$ cat config.mk
export PLATFORM = sky130hd
export DESIGN_NAME = cram_backup_flat
export DESIGN_NICKNAME = d
export VERILOG_FILES = /design/src/rtl/cram_backup_if.sv /design/src/rtl/cram_backup.sv /design/src/flat_wrapper.sv
export SDC_FILE = /design/constraint.sdc
export NUM_CORES = 1
export LEC_CHECK = 0
export ABC_AREA = 1
export CAP_MARGIN = 20
export CELL_PAD_IN_SITES_DETAIL_PLACEMENT = 0
export CELL_PAD_IN_SITES_GLOBAL_PLACEMENT = 1
export CORE_UTILIZATION = 23
export DETAILED_ROUTE_END_ITERATION = 6
export PLACE_DENSITY = 0.82
export SLEW_MARGIN = 25
export SYNTH_ARGS = -nofsm -noshare
export SYNTH_HDL_FRONTEND = slang
export SYNTH_SLANG_ARGS = --single-unit
$ cat constraint.sdc
create_clock -name clk_sys -period 1.9 [get_ports clk_sys]
set_clock_uncertainty 0.2 [all_clocks]
set_input_delay 0.19 -clock clk_sys [delete_from_list [all_inputs] [get_ports clk_sys]]
set_output_delay 0.19 -clock clk_sys [all_outputs]
set_load 0.05 [all_outputs]
$ cat src/rtl/cram_backup_if.sv
// cram_backup_if: HPS SD sector-buffer handshake shared by the cart RAM
// backup streamer and the HPS side.
//   sd_lba       sector number requested by the streamer
//   sd_rd/sd_wr  sector read / write request
//   sd_ack       HPS acknowledge, high for the whole sector transfer
//   sd_buff_*    byte index, data and write strobe of the sector buffer
//   sd_buff_din  byte returned to the HPS on a save
// master = streamer (cram_backup), slave = HPS side.
interface cram_backup_if;
  logic [31:0] sd_lba;
  logic        sd_rd;
  logic        sd_wr;
  logic        sd_ack;
  logic [8:0]  sd_buff_addr;
  logic [7:0]  sd_buff_dout;
  logic        sd_buff_wr;
  logic [7:0]  sd_buff_din;

  modport master (
    output sd_lba, sd_rd, sd_wr, sd_buff_din,
    input  sd_ack, sd_buff_addr, sd_buff_dout, sd_buff_wr
  );

  modport slave (
    input  sd_lba, sd_rd, sd_wr, sd_buff_din,
    output sd_ack, sd_buff_addr, sd_buff_dout, sd_buff_wr
  );
endinterface

$ cat src/rtl/cram_backup.sv
// cram_backup: battery-backed cart RAM streamer. Copies cart RAM to/from the
// HPS SD sector buffer in 512-byte sectors over the RAM's second port, and
// tracks a dirty flag from CPU writes.
// Ports:
//   clk_sys, reset_n     clock, asynchronous active-low reset
//   enable               cart loaded with battery; low forces IDLE
//   ram_mask             RAM size = (ram_mask+1) x 8 KB, latched per transfer
//   cram_wr              CPU cart RAM write strobe, sets dirty
//   bk_load, bk_save     start a load (SD->RAM) or save (RAM->SD)
//   bk_busy, bk_dirty    transfer in progress / RAM modified
//   sd                   SD sector-buffer handshake (master side)
//   bk_ram_addr/di/wr/do cart RAM port B (do has 1-cycle read latency)
module cram_backup (
  input  logic          clk_sys,
  input  logic          reset_n,
  input  logic          enable,
  input  logic [3:0]    ram_mask,
  input  logic          cram_wr,
  input  logic          bk_load,
  input  logic          bk_save,
  output logic          bk_busy,
  output logic          bk_dirty,
  cram_backup_if.master sd,
  output logic [16:0]   bk_ram_addr,
  output logic [7:0]    bk_ram_di,
  output logic          bk_ram_wr,
  input  logic [7:0]    bk_ram_do
);

  localparam logic [1:0] ST_IDLE = 2'd0;
  localparam logic [1:0] ST_REQ  = 2'd1;
  localparam logic [1:0] ST_XFER = 2'd2;
  localparam logic [1:0] ST_NEXT = 2'd3;

  logic [1:0] state;
  logic [7:0] sector;
  logic [3:0] mask_q;
  logic       is_load;
  logic       dirty;

  always_ff @(posedge clk_sys or negedge reset_n) begin
    if (!reset_n) begin
      state   <= ST_IDLE;
      sector  <= '0;
      mask_q  <= '0;
      is_load <= 1'b0;
      dirty   <= 1'b0;
    end else if (!enable) begin
      state  <= ST_IDLE;
      sector <= '0;
      dirty  <= 1'b0;
    end else begin
      if (cram_wr) dirty <= 1'b1;
      case (state)
        ST_IDLE: begin
          if (bk_load || bk_save) begin
            // load wins a tie; acceptance clear overrides a same-cycle cram_wr
            is_load <= bk_load;
            sector  <= '0;
            mask_q  <= ram_mask;
            dirty   <= 1'b0;
            state   <= ST_REQ;
          end
        end
        ST_REQ:  if (sd.sd_ack) state <= ST_XFER;
        ST_XFER: if (!sd.sd_ack) state <= ST_NEXT;
        ST_NEXT: begin
          if (sector == {mask_q, 4'hF}) begin
            state <= ST_IDLE;
          end else begin
            sector <= sector + 8'd1;
            state  <= ST_REQ;
          end
        end
        default: state <= ST_IDLE;
      endcase
    end
  end

  // Requests decode straight from state so they drop the cycle after the
  // first sampled ack, and vanish asynchronously with reset.
  assign sd.sd_rd       = (state == ST_REQ) && is_load;
  assign sd.sd_wr       = (state == ST_REQ) && !is_load;
  assign sd.sd_lba      = {24'd0, sector};
  assign sd.sd_buff_din = bk_ram_do;

  assign bk_busy     = (state != ST_IDLE);
  assign bk_dirty    = dirty;
  assign bk_ram_addr = {sector, sd.sd_buff_addr};
  assign bk_ram_di   = sd.sd_buff_dout;
  assign bk_ram_wr   = sd.sd_buff_wr && (state == ST_XFER) && is_load;

endmodule

$ cat src/flat_wrapper.sv
// flat-port wrapper written by rule: the top's interface ports become plain ports
module cram_backup_flat 
  (clk_sys, reset_n, enable, ram_mask, cram_wr, bk_load, bk_save, bk_busy, bk_dirty, bk_ram_addr, bk_ram_di, bk_ram_wr, bk_ram_do, sd_sd_lba, sd_sd_rd, sd_sd_wr, sd_sd_buff_din, sd_sd_ack, sd_sd_buff_addr, sd_sd_buff_dout, sd_sd_buff_wr);
  cram_backup_if sd_i ();
  input  logic clk_sys;
  input  logic reset_n;
  input  logic enable;
  input  logic [3:0] ram_mask;
  input  logic cram_wr;
  input  logic bk_load;
  input  logic bk_save;
  output logic bk_busy;
  output logic bk_dirty;
  output logic [16:0] bk_ram_addr;
  output logic [7:0] bk_ram_di;
  output logic bk_ram_wr;
  input  logic [7:0] bk_ram_do;
  output wire logic [$bits(sd_i.sd_lba)-1:0] sd_sd_lba;
  output wire logic [$bits(sd_i.sd_rd)-1:0] sd_sd_rd;
  output wire logic [$bits(sd_i.sd_wr)-1:0] sd_sd_wr;
  output wire logic [$bits(sd_i.sd_buff_din)-1:0] sd_sd_buff_din;
  input wire logic [$bits(sd_i.sd_ack)-1:0] sd_sd_ack;
  input wire logic [$bits(sd_i.sd_buff_addr)-1:0] sd_sd_buff_addr;
  input wire logic [$bits(sd_i.sd_buff_dout)-1:0] sd_sd_buff_dout;
  input wire logic [$bits(sd_i.sd_buff_wr)-1:0] sd_sd_buff_wr;
  assign sd_sd_lba = sd_i.sd_lba;
  assign sd_sd_rd = sd_i.sd_rd;
  assign sd_sd_wr = sd_i.sd_wr;
  assign sd_sd_buff_din = sd_i.sd_buff_din;
  assign sd_i.sd_ack = sd_sd_ack;
  assign sd_i.sd_buff_addr = sd_sd_buff_addr;
  assign sd_i.sd_buff_dout = sd_sd_buff_dout;
  assign sd_i.sd_buff_wr = sd_sd_buff_wr;
  cram_backup u_core (.clk_sys(clk_sys), .reset_n(reset_n), .enable(enable), .ram_mask(ram_mask), .cram_wr(cram_wr), .bk_load(bk_load), .bk_save(bk_save), .bk_busy(bk_busy), .bk_dirty(bk_dirty), .sd(sd_i), .bk_ram_addr(bk_ram_addr), .bk_ram_di(bk_ram_di), .bk_ram_wr(bk_ram_wr), .bk_ram_do(bk_ram_do));
endmodule
==> metrics.md <==
| Metric | Value |
|---|---|
| Status | finished clean |
| Initial core utilization | 0.240 |
| Grt ovf | 0 |
| Vias per inst | between 4 and 5 |
| Crit-path slowest cell | dfrtp_1 |
| Critical Path Source | u_core.state[1] |
| Final setup TNS | 0 ps |
| Synthesized cell area | ~1500 sq um |
| Drt first pass iters | 4 |
| Warning count from the yosys run | 0 |
| CP arrival | roughly 1400 ps |
| Top cell type's share of synthesized area | 0.279 |
| Antenna violations before repair | 0 |
| Final Critical Period | between 1500 and 2000 ps |
| Largest net degree at the start of global routing | 17 |
| Die width | 83.7 microns |
| Clock Power Share | 0.158 |
| Port buffer count | 32 |
| Worst Setup End Kind | primary output |
| Die Footprint | 7010 sq um |
| Placed Area | 1630 sq um |
| H-tree depth | 1 |
| Clock Path Buffers | 2 |
| Core box area | ~6400 sq um |
| Min-delay worst type | in2async |
| Sequential share of the synthesized area | 0.261 |
| CTS buffer count | 3 |
| Worst Hold Slack | around 55 ps |
| WS Path Type | reg2out |
| Clk sinks | 16 |
| Critical path peak fanout | 4 |
| CTS tree | yes |
| Layout cell share with drive strength beyond 1 | 0.185 |
| DP Wirelength | approximately 2400 microns |
| Synth unique cells | 23 |
| Asr flop ratio synth | 1.00 |
| Placed instance count | roughly 300 |
| Post-detailed-routing wire length | around 3100 microns |
| Final Total Pwr | approximately 1.7 mW |
| Wire length per cell | 10.4 microns |
| GP Congestion | about 0.84 |
| Post-synth EDFFs | 0 |
| Synth top area cells | buf_4 (28%), dfrtp_1 (26%), nand2_1 (12%) |
| Switching share of total power | 0.477 |
| Pwr dens | between 900 and 1000 nW/um^2 |
| Internal cell power | around 0.87 mW |
| Syn-to-layout area delta | 9.05% |
| Maximum vdd ir drop | ~0.32 mV |
| Required @ worst endpoint | approximately 1500 ps |
| Die Ht | roughly 84 microns |
| Most frequent cells after synthesis | buf_4 (57), nand2_1 (50), nand3_1 (20), nor2_1 (20), inv_1 (19) |
| Max-slew violation count | 0 |
| Final std cells w/o fill | 299 |
| Initial DRC Count | between 40 and 50 |
| Count of standard-cell rows | 29 |
| Gate Count Post-Synth | between 200 and 250 |
| Leak Pwr | between 0.8 and 0.9 nW |
| All-layer global routing usage | 0.0917 |
| Count leader, synth | buf_4 |
| Final instance area | about 1700 sq um |
| Latest clock arrival within the worst-skew pair | around 250 ps |
| RSZ-0062 raised after global routing | false |
| Seq pwr share | 0.289 |
| DRC viols | 0 |
| Final hold violation count | 0 |
| CTS clock-pin slew for the worst setup and hold paths | 70 ps |
| Worst r2r src | u_core.state[1] |
| Crit-path cells | inv_1 -> ha_1 -> inv_1 -> nor2_1 -> buf_12 |
| Final #Nets | 266 |
| Clock root cell | clkbuf_8 |
| Vias in the first global route | about 1.1k |
| Syn Area/Cell | 7.01 sq um |
| Gate power share | 0.553 |
| Vias | 1216 |
| I/O pin count | 107 |
| Top_reg_cell synth | dfrtp_1 |
| Endpoints failing setup | 0 |
| Final Cycle Share | 0.928 |
| Leading area contributor after synthesis | buf_4 |
| #FFs+latches synth | 16 |
| Diode count | 0 |
| # Max-Cap Violations | 0 |
| Most used cell, CP | inv_1 |
| Worst Setup Start Kind | flop |
| P_sw | 0.789 mW |
| ANT nets after route | 0 |
| Delay of the slowest cell on the worst path | roughly 400 ps |
| Global-route wire length before repair | around 5300 microns |
| Fmax | 0.567 GHz |
[kinds of logic (layout without fill, tap and decap cells)]
| kind of cell | Yosys count | after routing | share of synthesized area |
|---|---|---|---|
| AO/OA/AOI/OAI | 12 | 12 | 0.0530 |
| adder cells (fa/ha/maj) | 5 | 5 | 0.0407 |
| buffers and inverters | 81 | 61 | 0.338 |
| flip-flops | 16 | 16 | 0.261 |
| other | 1 | 24 | 0.00244 |
| AND/OR/NAND/NOR | 104 | 104 | 0.305 |
[metrics by stage]
| step | utilization | worst slack (ps) |
|---|---|---|
| 2_1_floorplan | - | 143 |
| 3_3_place_gp | 0.255 | 133 |
| 3_5_place_dp | 0.255 | 103 |
| 4_1_cts | 0.261 | 129 |
| 5_1_grt | 0.262 | 3.84 |
| 6_report | 0.262 | 137 |
[worst max-delay path, delay by kind of cell, from the launching register on]
kind	cells	cell delay, ps
buffers and inverters	3	340
AND/OR/NAND/NOR	1	170
adder cells (fa/ha/maj)	1	210
flip-flops	1	410
[flip-flops by register name (all words and copies together) (netlist names)]
| name | flops |
|---|---|
| u_core.sector | 8 |
| u_core.is_load | 1 |
| u_core.bk_dirty | 1 |
| u_core.mask_q | 4 |
| u_core.state | 2 |
[worst paths after layout]
kind / end / slack, ps / depth (start not counted)
min in group clk_sys: bk_ram_addr[0] / 180 / 0
hold / removal: u_core.sector[3] / 60 / 2
max in group asynchronous: u_core.sector[0] / 1240 / 2
setup reg to reg: u_core.sector[0] / 160 / 7
hold reg to reg: u_core.bk_dirty / 310 / 2
setup / recovery: sd_sd_wr / 140 / 5
[cell usage in the layout (no fill, tap or decap), types with 3 or more instances in the layout]
cell,count
o21ai_0,5
inv_1,19
conb_1,24
nand4_1,4
nand3_1,20
dfrtp_1,14
nand2_1,50
a21oi_1,4
ha_1,5
nor2_1,20
buf_4,20
buf_12,4
clkdlybuf4s50_1,11
clkbuf_8,3
inv_2,4
nand2_4,3
[metal layers]
layer	global-route usage	up-vias	share of wire	routed length, microns
li1	-	614	-	-
met1	0.117	550	0.46	1430
met2	0.151	44	0.46	1430
met3	0.0158	8	0.062	192
met4	0.0416	0	0.015	48
met5	0	-	0	0
[final cells by class]
type / count / area [sq um]
multi-input combinational: 145 / 707
fill: 730 / 4710
timing repair buffer: 35 / 340
tap: 77 / 96.3
clock buffer: 3 / 41.3
sequential: 16 / 403
inverter: 23 / 86.3
[what timing repair did]
action                                  CTS  global route
hold buffers                              0             0
buffers inserted                          0             0
resized for setup                         0             1
hold endpoints to repair                  0             0
endpoints found under the setup margin    0             2
[power by group through the flow]
stage | registers (mW) | logic (mW) | clock network [mW]
floorplan | 0.491 | 0.790 | 0
global placement | 0.482 | 0.903 | 0
detailed placement | 0.485 | 0.914 | 0
CTS | 0.479 | 0.915 | 0.265
global route | 0.489 | 1.00 | 0.276
finish | 0.478 | 0.916 | 0.262
(Power assumes the default switching activity.)
